--- src/rtl/brisc_pkg.sv ---
`default_nettype none
// ============================================================================
//  Module      : brisc_pkg
//  Description : Shared constants and state encoding for BRISC run control.
//  Revision    : 1.0  initial release
// ============================================================================
package brisc_pkg;

    localparam int PC_W_DEF            = 8;
    localparam int FLUSH_CYCLES_DEF    = 2;
    localparam int DEBOUNCE_CYCLES_DEF = 1000000;

    typedef enum logic [2:0] {
        SEQ_WAIT_LOAD = 3'd0,
        SEQ_RUN       = 3'd1,
        SEQ_FLUSH     = 3'd2,
        SEQ_HALT      = 3'd3,
        SEQ_STEP      = 3'd4
    } seq_state_t;

endpackage
`default_nettype wire

--- src/rtl/pipeline_sequencer_if.sv ---
`default_nettype none
// ============================================================================
//  Module      : pipeline_sequencer_if
//  Description : Board I/O and pipeline-enable bundle for the run sequencer.
//  Revision    : 1.0  initial release
// ============================================================================
interface pipeline_sequencer_if #(
    parameter int PC_W = 8
);
    logic            load_done;
    logic            run_sw;
    logic            step_btn;
    logic            jump_en;
    logic            bp_en;
    logic [PC_W-1:0] bp_addr;
    logic [PC_W-1:0] pc;
    logic            pc_en;
    logic            stage_en;
    logic            flush;
    logic            halted;
    logic [2:0]      state_dbg;
    logic [15:0]     run_cycles;

    modport master (
        output load_done, run_sw, step_btn, jump_en, bp_en, bp_addr, pc,
        input  pc_en, stage_en, flush, halted, state_dbg, run_cycles
    );

    modport slave (
        input  load_done, run_sw, step_btn, jump_en, bp_en, bp_addr, pc,
        output pc_en, stage_en, flush, halted, state_dbg, run_cycles
    );
endinterface
`default_nettype wire

--- src/rtl/btn_debounce.sv ---
`default_nettype none
// ============================================================================
//  Module      : btn_debounce
//  Description : 2-FF synchroniser, stable-count debounce, rising-edge pulse.
//  Revision    : 1.0  initial release
// ============================================================================
module btn_debounce #(
    parameter int DEBOUNCE_CYCLES = 1000000
) (
    input  wire logic clk,
    input  wire logic rst,
    input  wire logic i_btn,
    output logic      o_pulse
);
    localparam int            C_CW   = $clog2(DEBOUNCE_CYCLES + 1);
    localparam logic [C_CW-1:0] C_LAST = C_CW'(DEBOUNCE_CYCLES - 1);

    logic            r_meta;
    logic            r_sync;
    logic            r_level;
    logic            r_pulse;
    logic [C_CW-1:0] r_cnt;

    // Level is accepted only after DEBOUNCE_CYCLES consecutive differing samples.
    always_ff @(posedge clk) begin
        if (rst) begin
            r_meta  <= 1'b0;
            r_sync  <= 1'b0;
            r_level <= 1'b0;
            r_pulse <= 1'b0;
            r_cnt   <= '0;
        end else begin
            r_meta  <= i_btn;
            r_sync  <= r_meta;
            r_pulse <= 1'b0;
            if (r_sync == r_level) begin
                r_cnt <= '0;
            end else if (r_cnt == C_LAST) begin
                r_cnt   <= '0;
                r_level <= r_sync;
                r_pulse <= r_sync;
            end else begin
                r_cnt <= r_cnt + C_CW'(1);
            end
        end
    end

    assign o_pulse = r_pulse;

endmodule
`default_nettype wire

--- src/rtl/pipeline_sequencer.sv ---
`default_nettype none
// ============================================================================
//  Module      : pipeline_sequencer
//  Description : Run/halt/step/breakpoint sequencer for the 3-stage BRISC pipe.
//  Revision    : 1.0  initial release
// ============================================================================
module pipeline_sequencer
    import brisc_pkg::*;
#(
    parameter int FLUSH_CYCLES    = FLUSH_CYCLES_DEF,
    parameter int DEBOUNCE_CYCLES = DEBOUNCE_CYCLES_DEF,
    parameter int PC_W            = PC_W_DEF
) (
    input  wire logic            CLK,
    input  wire logic            RST,
    pipeline_sequencer_if.slave  bus
);
    localparam logic [1:0] C_FLUSH_LOAD = 2'(FLUSH_CYCLES - 1);

    seq_state_t      r_state;
    seq_state_t      w_state_nxt;
    logic [1:0]      r_flush_cnt;
    logic [1:0]      w_flush_cnt_nxt;
    logic            r_from_step;
    logic            w_from_step_nxt;
    logic            r_bp_pending;
    logic            w_bp_pending_nxt;
    logic            r_bp_skip;
    logic [PC_W-1:0] r_pc_prev;
    logic            r_run_meta;
    logic            r_run_s;
    logic            r_run_s_d;
    logic [15:0]     r_run_cycles;
    logic            w_step_p;
    logic            w_bp_hit;
    logic            w_run_rise;
    logic            w_pc_en;
    logic            w_stage_en;
    logic            w_flush;

    btn_debounce #(
        .DEBOUNCE_CYCLES (DEBOUNCE_CYCLES)
    ) u_step_db (
        .clk     (CLK),
        .rst     (RST),
        .i_btn   (bus.step_btn),
        .o_pulse (w_step_p)
    );

    always_ff @(posedge CLK) begin
        if (RST) begin
            r_run_meta <= 1'b0;
            r_run_s    <= 1'b0;
            r_run_s_d  <= 1'b0;
        end else begin
            r_run_meta <= bus.run_sw;
            r_run_s    <= r_run_meta;
            r_run_s_d  <= r_run_s;
        end
    end

    assign w_run_rise = r_run_s & ~r_run_s_d;
    assign w_bp_hit   = bus.bp_en & (bus.pc == bus.bp_addr) & ~r_bp_skip;

    always_comb begin
        w_state_nxt      = r_state;
        w_flush_cnt_nxt  = r_flush_cnt;
        w_from_step_nxt  = r_from_step;
        w_bp_pending_nxt = r_bp_pending;
        w_pc_en          = 1'b0;
        w_stage_en       = 1'b0;
        w_flush          = 1'b0;
        case (r_state)
            SEQ_WAIT_LOAD: begin
                if (bus.load_done) begin
                    w_state_nxt = r_run_s ? SEQ_RUN : SEQ_HALT;
                end
            end
            SEQ_RUN: begin
                w_stage_en = 1'b1;
                w_pc_en    = ~w_bp_hit;
                if (bus.jump_en) begin
                    w_state_nxt     = SEQ_FLUSH;
                    w_flush_cnt_nxt = C_FLUSH_LOAD;
                    w_from_step_nxt = 1'b0;
                end else if (w_bp_hit || !r_run_s) begin
                    w_state_nxt = SEQ_HALT;
                end
            end
            SEQ_FLUSH: begin
                w_stage_en = 1'b1;
                w_flush    = 1'b1;
                w_pc_en    = ~(w_bp_hit | r_bp_pending);
                if (w_bp_hit) begin
                    w_bp_pending_nxt = 1'b1;
                end
                if (r_flush_cnt == 2'd0) begin
                    // A hit in the final bubble still counts toward halting.
                    if (r_bp_pending || w_bp_hit || !r_run_s || r_from_step) begin
                        w_state_nxt = SEQ_HALT;
                    end else begin
                        w_state_nxt = SEQ_RUN;
                    end
                    w_bp_pending_nxt = 1'b0;
                    w_from_step_nxt  = 1'b0;
                end else begin
                    w_flush_cnt_nxt = r_flush_cnt - 2'd1;
                end
            end
            SEQ_HALT: begin
                if (w_run_rise) begin
                    w_state_nxt = SEQ_RUN;
                end else if (w_step_p) begin
                    w_state_nxt = SEQ_STEP;
                end
            end
            SEQ_STEP: begin
                w_stage_en = 1'b1;
                w_pc_en    = 1'b1;
                if (bus.jump_en) begin
                    w_state_nxt     = SEQ_FLUSH;
                    w_flush_cnt_nxt = C_FLUSH_LOAD;
                    w_from_step_nxt = 1'b1;
                end else begin
                    w_state_nxt = SEQ_HALT;
                end
            end
            default: begin
                w_state_nxt = SEQ_WAIT_LOAD;
            end
        endcase
    end

    always_ff @(posedge CLK) begin
        if (RST) begin
            r_state      <= SEQ_WAIT_LOAD;
            r_flush_cnt  <= 2'd0;
            r_from_step  <= 1'b0;
            r_bp_pending <= 1'b0;
            r_bp_skip    <= 1'b0;
            r_pc_prev    <= '0;
            r_run_cycles <= 16'd0;
        end else begin
            r_state      <= w_state_nxt;
            r_flush_cnt  <= w_flush_cnt_nxt;
            r_from_step  <= w_from_step_nxt;
            r_bp_pending <= w_bp_pending_nxt;
            r_pc_prev    <= bus.pc;
            // Resuming from a breakpoint must not re-trigger on the same PC.
            if ((r_state == SEQ_HALT || r_state == SEQ_STEP) && (w_state_nxt != r_state)) begin
                r_bp_skip <= 1'b1;
            end else if (bus.pc != r_pc_prev) begin
                r_bp_skip <= 1'b0;
            end
            if (w_stage_en && !w_flush) begin
                r_run_cycles <= r_run_cycles + 16'd1;
            end
        end
    end

    assign bus.pc_en      = w_pc_en;
    assign bus.stage_en   = w_stage_en;
    assign bus.flush      = w_flush;
    assign bus.halted     = (r_state == SEQ_HALT);
    assign bus.state_dbg  = r_state;
    assign bus.run_cycles = r_run_cycles;

endmodule
`default_nettype wire

--- src/flat_wrapper.sv ---
// flat-port wrapper written by rule: the top's interface ports become plain ports
module pipeline_sequencer_flat import brisc_pkg::*;
#(
    parameter int FLUSH_CYCLES    = FLUSH_CYCLES_DEF,
    parameter int DEBOUNCE_CYCLES = DEBOUNCE_CYCLES_DEF,
    parameter int PC_W            = PC_W_DEF
)
  (CLK, RST, bus_load_done, bus_run_sw, bus_step_btn, bus_jump_en, bus_bp_en, bus_bp_addr, bus_pc, bus_pc_en, bus_stage_en, bus_flush, bus_halted, bus_state_dbg, bus_run_cycles);
  pipeline_sequencer_if #(.PC_W(PC_W)) bus_i ();
  input  wire logic CLK;
  input  wire logic RST;
  input wire logic [$bits(bus_i.load_done)-1:0] bus_load_done;
  input wire logic [$bits(bus_i.run_sw)-1:0] bus_run_sw;
  input wire logic [$bits(bus_i.step_btn)-1:0] bus_step_btn;
  input wire logic [$bits(bus_i.jump_en)-1:0] bus_jump_en;
  input wire logic [$bits(bus_i.bp_en)-1:0] bus_bp_en;
  input wire logic [$bits(bus_i.bp_addr)-1:0] bus_bp_addr;
  input wire logic [$bits(bus_i.pc)-1:0] bus_pc;
  output wire logic [$bits(bus_i.pc_en)-1:0] bus_pc_en;
  output wire logic [$bits(bus_i.stage_en)-1:0] bus_stage_en;
  output wire logic [$bits(bus_i.flush)-1:0] bus_flush;
  output wire logic [$bits(bus_i.halted)-1:0] bus_halted;
  output wire logic [$bits(bus_i.state_dbg)-1:0] bus_state_dbg;
  output wire logic [$bits(bus_i.run_cycles)-1:0] bus_run_cycles;
  assign bus_i.load_done = bus_load_done;
  assign bus_i.run_sw = bus_run_sw;
  assign bus_i.step_btn = bus_step_btn;
  assign bus_i.jump_en = bus_jump_en;
  assign bus_i.bp_en = bus_bp_en;
  assign bus_i.bp_addr = bus_bp_addr;
  assign bus_i.pc = bus_pc;
  assign bus_pc_en = bus_i.pc_en;
  assign bus_stage_en = bus_i.stage_en;
  assign bus_flush = bus_i.flush;
  assign bus_halted = bus_i.halted;
  assign bus_state_dbg = bus_i.state_dbg;
  assign bus_run_cycles = bus_i.run_cycles;
  pipeline_sequencer #(.FLUSH_CYCLES(FLUSH_CYCLES), .DEBOUNCE_CYCLES(DEBOUNCE_CYCLES), .PC_W(PC_W)) u_core (.CLK(CLK), .RST(RST), .bus(bus_i));
endmodule
--- config.mk ---
export PLATFORM = sky130hd
export DESIGN_NAME = pipeline_sequencer_flat
export DESIGN_NICKNAME = d
export VERILOG_FILES = /design/src/rtl/brisc_pkg.sv /design/src/rtl/pipeline_sequencer_if.sv /design/src/rtl/btn_debounce.sv /design/src/rtl/pipeline_sequencer.sv /design/src/flat_wrapper.sv
export SDC_FILE = /design/constraint.sdc
export NUM_CORES = 1
export LEC_CHECK = 0
export ABC_CLOCK_PERIOD_IN_PS = 2220
export CAP_MARGIN = 30
export CELL_PAD_IN_SITES_DETAIL_PLACEMENT = 1
export CELL_PAD_IN_SITES_GLOBAL_PLACEMENT = 2
export CORE_ASPECT_RATIO = 1.75
export CORE_MARGIN = 1.5
export CORE_UTILIZATION = 31
export CTS_CLUSTER_SIZE = 20
export DETAILED_ROUTE_END_ITERATION = 6
export GPL_TIMING_DRIVEN = 0
export PLACE_DENSITY = 0.84
export SYNTH_ARGS = -nofsm -noshare
export SYNTH_HDL_FRONTEND = slang
export SYNTH_SLANG_ARGS = --single-unit
--- constraint.sdc ---
create_clock -name CLK -period 2.22 [get_ports CLK]
set_input_delay 0.444 -clock CLK [delete_from_list [all_inputs] [get_ports CLK]]
set_output_delay 0.444 -clock CLK [all_outputs]
set_load 0.02 [all_outputs]
After elaboration in Yosys (flattened, before gate mapping)
Cells that the tools add are included.
Word-level totals
  bits in registers: 59
  input port bits: 23
  output and inout bits: 23
  word-level logic and storage cells: 89
Cells by class
  add/sub/neg operators: 3
  eq/ne operators: 14
  mux-type cells: 24
  bitwise operators: 10
  reductions and logical operators: 23
Operator list (number)
  20-bit by 1-bit adder with 20-bit output, second input constant: 1
  20-bit equality test, second input constant: 1
  3-bit 2-to-1 mux: 6
  16-bit by 1-bit adder with 16-bit output, second input constant: 1
  3-bit one-hot mux with 5 select lines: 1
  1-bit 2-to-1 mux: 10
  3-bit OR reduction: 3
  8-bit equality test: 1
  2-bit 2-to-1 mux: 4
  8-bit != test: 1
  3-bit by 2-bit equality test with 1-bit output, second input constant: 2
  2-bit != test, second input constant: 3
  1-bit NOT: 6
  1-bit one-hot mux with 3 select lines: 2
  2-bit nonzero test: 3
  1-bit logical OR: 5
  2-bit by 1-bit != test with 1-bit output, second input constant: 2
  2-bit one-hot mux with 2 select lines: 1
  2-bit AND reduction: 2
  4-bit AND reduction: 1
  1-bit bitwise AND: 3
  3-bit by 1-bit equality test with 1-bit output, second input constant: 1
  3-bit equality test, second input constant: 1
  3-bit zero test: 1
  10 further kinds: 12

Logic depth before layout (Yosys ltp)
Gate-level depths: netlist (run 1).
  depth in word-level cells: 12
  depth in mapped cells: 7
  mapped depth without buffers: 6

Hierarchy
From an unflattened synthesis (run 1), not the netlist that was laid out.
Unflattened totals
  cells, all modules: 324
  area total of the unflattened synthesis: 2847.7 um^2
Modules (own cells, without submodules)
  pipeline_sequencer: times used 1, cells an instance 201, area an instance 1767.9 um^2, sequential area each 700.7 um^2
  btn_debounce: times used 1, cells an instance 123, area an instance 1079.8 um^2, sequential area each 480.5 um^2

Worst setup path after synthesis (run 1)
Ideal clock, no wire load.
  path kind: reg-to-output
  start: register u_core.r_state[0] (netlist: u_core.bus.state_dbg[0])
  end: output port bus_stage_en
  arrival time: 1827 ps
  data required time: 1776 ps
  path slack: -51 ps
  stages on the path, launching flop included: 5
  path buffers: 1
  cell sequence: dfxtp_1 -> buf_1 -> nor3b_1 -> a21oi_1 -> inv_1
Between the ends
  cells in the longest elaborated chain, start to end: 3
  elaborated cells between the ends (all ways): 5
  classes of those cells: eq/ne: 3; mux: 1; reduce/logical: 1
RTL lines
  start: declaration: line pipeline_sequencer.sv:20  | seq_state_t r_state;
  start signal: assignment: line pipeline_sequencer.sv:144  | r_state <= w_state_nxt;
  3-bit by 1-bit equality test with 1-bit output (tied with other cells): line pipeline_sequencer.sv:73  | case (r_state)
  3-bit OR reduction (no source line) (*)
  1-bit 2-to-1 mux (*): line pipeline_sequencer.sv:73
  end: declaration: line flat_wrapper.sv:20  | output wire logic [$bits(bus_i.stage_en)-1:0] bus_stage_en;
Mark *: on every way between the ends. The rest lies on a longest branch, timed or not.

Final worst setup path (run 1)
  start: input port bus_bp_addr[2]
  end: output port bus_pc_en
Between the ends
  cells in the longest elaborated chain, start to end: 6
  elaborated cells between the ends (all ways): 7
  classes of those cells: eq/ne: 1; mux: 1; bitwise: 5
RTL lines
  start: declaration: line flat_wrapper.sv:17  | input wire logic [$bits(bus_i.bp_addr)-1:0] bus_bp_addr;
  8-bit equality test (*): line pipeline_sequencer.sv:63  | assign w_bp_hit = bus.bp_en & (bus.pc == bus.bp_addr) & ~r_bp_skip;
  1-bit bitwise AND (*) (2 in a row): line pipeline_sequencer.sv:63
  1-bit bitwise OR: line pipeline_sequencer.sv:93  | w_pc_en = ~(w_bp_hit | r_bp_pending);
  1-bit NOT: line pipeline_sequencer.sv:93
  1-bit one-hot mux with 3 select lines (*): line pipeline_sequencer.sv:73
  end: declaration: line flat_wrapper.sv:19  | output wire logic [$bits(bus_i.pc_en)-1:0] bus_pc_en;
Marks and branches as above.

==> results of run 1 <==
## placed cells by master, fill, tap and decap left out, drive strengths merged, types with 2 or more instances in the layout
cell / Yosys / final
inv: 12 / 12
dlygate4sd2: 0 / 6
o21a: 2 / 2
clkbuf: 10 / 19
ha: 3 / 3
xnor2: 18 / 18
a21oi: 22 / 22
buf: 3 / 12
nor3b: 2 / 2
nand3: 11 / 11
nor2: 34 / 34
clkdlybuf4s50: 0 / 28
nand4: 10 / 10
xor2: 22 / 22
nand2: 26 / 26
a31oi: 2 / 2
and4: 3 / 3
nor4b: 3 / 3
dfxtp: 59 / 59
o21ai: 18 / 18
and3b: 2 / 2
nor2b: 16 / 16
nand2b: 2 / 2
or3: 11 / 11
dlymetal6s2s: 0 / 10
nor3: 9 / 9
nor4: 8 / 8
clkinv: 0 / 4
nand4b: 2 / 2
or4: 6 / 6
## worst reg2reg max path: cells and delay by family (launching register included)
family,cells,cell delay (ns)
xor+xnor,1,0.25
buf+inv,2,0.32
simple gates,2,1.01
flops,1,0.32
compound gates,1,0.16
## logic make-up (layout without fill, tap and decap cells)
kind of cell    after synthesis  after routing  share of synthesized area [%]
simple gates                147            147                          28.15
buf+inv                      25             92                          3.570
compound gates               52             52                          10.85
fa+ha+maj                     3              3                          1.356
xor+xnor                     40             40                          12.65
mux                           2              2                         0.7682
flops                        59             59                          42.66
## flip-flops by register name, indices dropped and copies added (netlist names)
name and count:
u_core.bus.run_cycles 16, u_core.u_step_db.r_cnt 20, u_core.u_step_db.r_sync 1, u_core.r_run_s_d 1
u_core.r_from_step 1, u_core.r_run_s 1, u_core.u_step_db.r_level 1, u_core.u_step_db.o_pulse 1
u_core.r_pc_prev 8, u_core.r_flush_cnt 2, u_core.r_run_meta 1, u_core.bus.state_dbg 3
u_core.r_bp_skip 1, u_core.r_bp_pending 1, u_core.u_step_db.r_meta 1
## stage by stage
step	power (mW)	setup TNS (ns)	hold WS [ns]	cells
finish	2.955	-0.01889	0.4392	512
global route	3.092	-0.1418	0.4564	512
CTS	2.965	-0.07393	0.4443	511
detailed placement	1.638	-1.161	0.4305	490
global placement	1.623	-1.134	0.4295	490
floorplan	1.435	0	0.4138	328
## routing by layer
layer	vias to the layer above	GRT usage [%]	share of wire [%]
li1	1262	-	-
met1	1200	16.49	38
met2	39	32.14	57
met3	13	2.830	2.4
met4	0	7.380	2.6
met5	-	0	0
## timing repair
action	in CTS	in global routing
pin swaps	4	4
resized for setup	22	22
setup endpoints to repair	4	6
buffers inserted	5	2
## power by group
| group | switching, mW | internal [mW] |
|---|---|---|
| Clock | 0.479 | 0.806 |
| Combinational | 0.288 | 0.241 |
| Sequential | 0.0399 | 1.10 |
| Total | 0.808 | 2.15 |
## layout make-up
class                   instances  area [um^2]  area share, %
repair buffers                 52        521.8          13.70
flip-flops and latches         59         1186          31.15
plain buffers                  12        68.82          1.807
well taps                     117        146.4          3.845
clock buffers                  11        252.7          6.638
clock inverters                 5        27.53         0.7230
multi-input cells             244         1559          40.95
inverters                      12        45.04          1.183
## worst max path at each step
stage	from	cells after the start	endpoint	slack (ns)
finish	bus_bp_addr[2]	6	bus_pc_en	-0.02
detailed placement	bus_pc[7]	6	bus_pc_en	-0.86
floorplan	u_core.bus.state_dbg[2]	6	u_core.bus.run_cycles[15]	0.16
global route	u_core.bus.state_dbg[1]	5	bus_pc_en	-0.08
CTS	bus_bp_addr[2]	6	bus_pc_en	-0.07
global placement	bus_pc[7]	6	bus_pc_en	-0.85
==> flow_summary.toml, run 1 <==
[yosys]
synth_flop_cell = "dfxtp_1"
synth.most_common_cell = "dfxtp_1"
async_flop_share_pct = 0
syn_inst = 328
syn_nets = 354
ys_seq_elements = 59
netlist_area_um2 = 2769
synth_cell_type_count = 40
ys_top_cells_by_area = "dfxtp_1 (43%), xor2_1 (7.0%), xnor2_1 (5.7%)"
yosysWarnings = 0
synth_area_per_cell_um2 = 8.442
synth_edf_count = 0
synth_top_area_cell = "dfxtp_1"
ys_seq_area_share_pct = 42.66
synth_top_area_share_pct = 42.66
synth_common_cells = "dfxtp_1 (59), nor2_1 (34), nand2_1 (26)"

[sta]
tightest_slew_ns = 0.7026
fin_ws_ns = -0.01889
period_needed_ns = 2.239
fin_worst_skew_ns = 0.002397
slew_headroom_pct = 52.50
rsz0062_at_grt = "yes"
max_freq_mhz = 446.6
hold_viol = 0
finalMaxSlewViolations = 0
setup-violations-final = 1
finalCritPeriodShare_pct = 100.9

[setup_path]
cp_max_fo = 2
timing.rr.end = "u_core.bus.run_cycles[15]"
endpoint_kind = "output pin"
cp.buffers_inverters = 2
rrSetupSlack_ns = 0.09
cp-start-kind = "primary input"
cpMaxStageDelayCell = "clkdlybuf4s50_1"
rr_worst_depth = 6
criticalPathCategory = "primary input to output pin"
cp_slowest_stage_delay_ns = 0.42
cp_top_family = "buffers and inverters"
r2r_start = "u_core.bus.state_dbg[2]"
path_cells = "clkdlybuf4s50_1 -> xor2_1 -> nor4_4 -> a32o_2 -> nand2_2 -> buf_6"
arrival_ns = 1.79
cp.required_ns = 1.78

[status]
status = "complete, but fails checks"
violations = "setup timing"

[routing]
viasPerCell = 4.910
drt-initial-drc-count = 107
vias = 2514
first_pass_iters = 4
wl_um = 7448
antenna_left = 0
drc = 0
routedWlPerCell_um = 14.55

[worst_hold_path]
hold-path-endpoint = "u_core.r_run_s"
holdPathStages = 1
hp-start = "u_core.r_run_meta"
hold_class = "flop to flop"

[floorplan]
start_util_pct = 31.93
design.die.area_um2 = 9530
core_area_um2 = 8671
rows = 45
die_y_um = 128.0
die_width_um = 74.44
ios = 46

[cells_and_area]
fillers = 1059
synthToLayoutAreaGrowth_pct = 37.51
stdcell_area_um2 = 3807
drive_gt1_share_pct = 10.89
fin_util_pct = 43.91
final_nets = 416
antenna_cells = 0

[clock_tree]
hold_buffers = 0
cts.sinks = 59
clockBufferDepth = 2
numCtsBuffers = 9
clockRootBuffer = "clkbuf_16"
insertion_delay_ns = 0.32
cts_tree = "done"
clkSlewWorstSetupHoldPaths_ns = 0.05
htreeDepth = 3

[run]
drv_cap = 0

[global_route]
grt_remaining_overflow = 0
grt_pass1_vias = 2624
antenna_found_initial = 0
grt_use_total_pct = 16.66
grt_max_degree = 11
grt_pass1_wl_um = 12210

[place]
numPortBuffers = 45
dpl.hpwl_um = 5476
placed_area_um2 = 3371
pre_cts_ws_ns = -0.8568
place_congestion = 0.7410

[pwr]
ir_worst_vdd_v = 0.0003843
power_density_nw_per_um2 = 776.1
power_leakage_nw = 1.368
No activity file was read; power rests on OpenSTA's default activity.
==> run 2: changes to the inputs <==
--- a/config.mk
+++ b/config.mk
@@ -5,6 +5,7 @@
 export SDC_FILE = /design/constraint.sdc
 export NUM_CORES = 1
 export LEC_CHECK = 0
+export ABC_AREA = 0
 export ABC_CLOCK_PERIOD_IN_PS = 2220
 export CAP_MARGIN = 30
 export CELL_PAD_IN_SITES_DETAIL_PLACEMENT = 1
@@ -15,7 +16,8 @@
 export CTS_CLUSTER_SIZE = 20
 export DETAILED_ROUTE_END_ITERATION = 6
 export GPL_TIMING_DRIVEN = 0
-export PLACE_DENSITY = 0.84
+export PLACE_DENSITY_LB_ADDON = 0.1
+export RECOVER_POWER = 25
 export SYNTH_ARGS = -nofsm -noshare
 export SYNTH_HDL_FRONTEND = slang
 export SYNTH_SLANG_ARGS = --single-unit
==> run 2 against run 1 <==
Via count fell by 0.91%; the flow now finishes without violations; cell area fell by 1.2%; clock-buffer cell count rose by 3; non-clock buffer count fell by 1; register-to-register slack improved by 0.04 ns; largest power group unchanged; fmax rose by 1.3%; clock power barely moved.
==> flow_summary.toml, run 2 (same netlist as run 1, synthesis figures left out) <==
[routing]
drt-initial-drc-count = 51
antenna_left = 0
wl_um = 7421
drc = 0
first_pass_iters = 3
vias = 2491
routedWlPerCell_um = 14.52
viasPerCell = 4.875

[sta]
tightest_slew_ns = 0.6478
max_freq_mhz = 452.6
hold_viol = 0
fin_worst_skew_ns = 0.007577
rsz0062_at_grt = "yes"
fin_ws_ns = 0.01036
finalMaxSlewViolations = 0
setup-violations-final = 0
period_needed_ns = 2.210
slew_headroom_pct = 56.50
finalCritPeriodShare_pct = 99.53

[cells_and_area]
drive_gt1_share_pct = 8.883
top_register = "u_core.u_step_db.r_cnt"
final_cell_mix = "dfxtp_1 (56), nor2_1 (34), clkdlybuf4s50_1 (27), nand2_1 (26), a21oi_1 (22)"
antenna_cells = 0
final_nets = 415
largest_register_ffs = 20
synthToLayoutAreaGrowth_pct = 35.92
layout_commonest_cell = "dfxtp_1"

[global_route]
grt_pass1_vias = 2548
grt_use_total_pct = 16.95
grt_pass1_wl_um = 12210
antenna_found_initial = 0
grt_max_degree = 11
grt_remaining_overflow = 0

[setup_path]
endpoint_kind = "output pin"
cp_max_fo = 2
criticalPathCategory = "primary input to output pin"
cp_slowest_stage_delay_ns = 0.41
cp.buffers_inverters = 2
cpMaxStageDelayCell = "clkdlybuf4s50_1"
cp_top_family = "buffers and inverters"
arrival_ns = 1.77
path_cells = "clkdlybuf4s50_1 -> xor2_1 -> nor4_4 -> a32o_1 -> nand2_1 -> buf_6"
cp.required_ns = 1.78
cp-start-kind = "primary input"

[status]
status = "complete, no violations"

[pwr]
combinationalPowerShare_pct = 17.3
power_mw = 2.925
seqPwrFrac_pct = 39.0
internal-power_mw = 2.147
ir_worst_vdd_v = 0.0004049
power_switching_uw = 777.6
power_leakage_nw = 1.337
p_clk_share_pct = 43.7
switching_share_pct = 26.59
power_density_nw_per_um2 = 777.0

[place]
numPortBuffers = 45
pre_cts_ws_ns = -0.9865
dpl.hpwl_um = 5639
place_congestion = 0.7574

[clock_tree]
htreeDepth = 3
cts_tree = "done"
insertion_delay_ns = 0.33
clkSlewWorstSetupHoldPaths_ns = 0.05
numCtsBuffers = 9
cts.sinks = 59
clockRootBuffer = "clkbuf_16"
clockBufferDepth = 2

[floorplan]
design.die.area_um2 = 9530
start_util_pct = 31.93
die_width_um = 74.44
ios = 46
core_area_um2 = 8671
rows = 45
die_y_um = 128.0

[worst_hold_path]
hold_class = "flop to flop"

[run]
drv_cap = 0
## run 2: cell count changes in the layout (fill, tap and decap cells not counted), moves of 2 or more
cell and delta:
xor2_1 +2, clkbuf_1 +4, xor2_2 -2, dlymetal6s2s_1 -2
dlygate4sd3_1 +3, clkinv_2 -2
## run 2: final timing paths
check | from | end | slack [ns] | cells after the start
worst max-delay path | bus_bp_addr[5] | bus_pc_en | 0.01 | 6
worst min-delay path | u_core.r_run_meta | u_core.r_run_s | 0.44 | 1
worst max register to register | u_core.bus.state_dbg[2] | u_core.bus.run_cycles[15] | 0.13 | 5
worst min register to register | u_core.r_run_meta | u_core.r_run_s | 0.44 | 1
## run 2: repair_timing
item                       in CTS  in global routing
pin swaps                       3                  6
hold buffers                    0                  0
resized for setup              19                 20
setup buffers                   4                  2
hold endpoints to repair        0                  0
setup endpoints to repair       4                  4
cloned                          0                  0
## run 2: stage by stage
| step | setup TNS, ns | cell area, um^2 | cells | hold WS [ns] | utilization [%] |
|---|---|---|---|---|---|
| 6_report | 0 | 3764 | 511 | 0.4421 | 43.41 |
| 5_1_grt | -0.03612 | 3764 | 511 | 0.4604 | 43.41 |
| 4_1_cts | -0.1155 | 3700 | 510 | 0.4478 | 42.67 |
| 3_5_place_dp | -1.411 | 3371 | 490 | 0.4372 | 38.87 |
| 3_3_place_gp | -1.397 | 3371 | 490 | 0.4211 | 38.87 |
| 2_1_floorplan | 0 | 2774 | 328 | 0.4138 | - |
## run 2: layer usage
metal	vias to the layer above	share of wire (%)	wire, um	track usage (%)
met3	9	2.6	194	3.695
met4	0	1.7	123	7.059
met2	27	58	4281	32.14
met1	1190	38	2822	16.98
met5	-	0	0	0
li1	1265	-	-	-
## run 2: power groups by stage
stage	registers, mW	logic [mW]	clock network (mW)
6_report	1.14	0.505	1.28
5_1_grt	1.15	0.556	1.36
3_3_place_gp	1.16	0.472	0
4_1_cts	1.14	0.496	1.32
3_5_place_dp	1.16	0.476	0
2_1_floorplan	1.17	0.269	0
## run 2: cell type report
class | instances | area [um^2]
Fill cell | 1079 | 4907
Inverter | 12 | 45.04
Multi-Input combinational cell | 244 | 1540
Clock buffer | 14 | 264.0
Tap cell | 117 | 146.4
Sequential cell | 59 | 1187
Buffer | 12 | 61.31
Clock inverter | 2 | 10.01
Timing Repair Buffer | 51 | 509.2
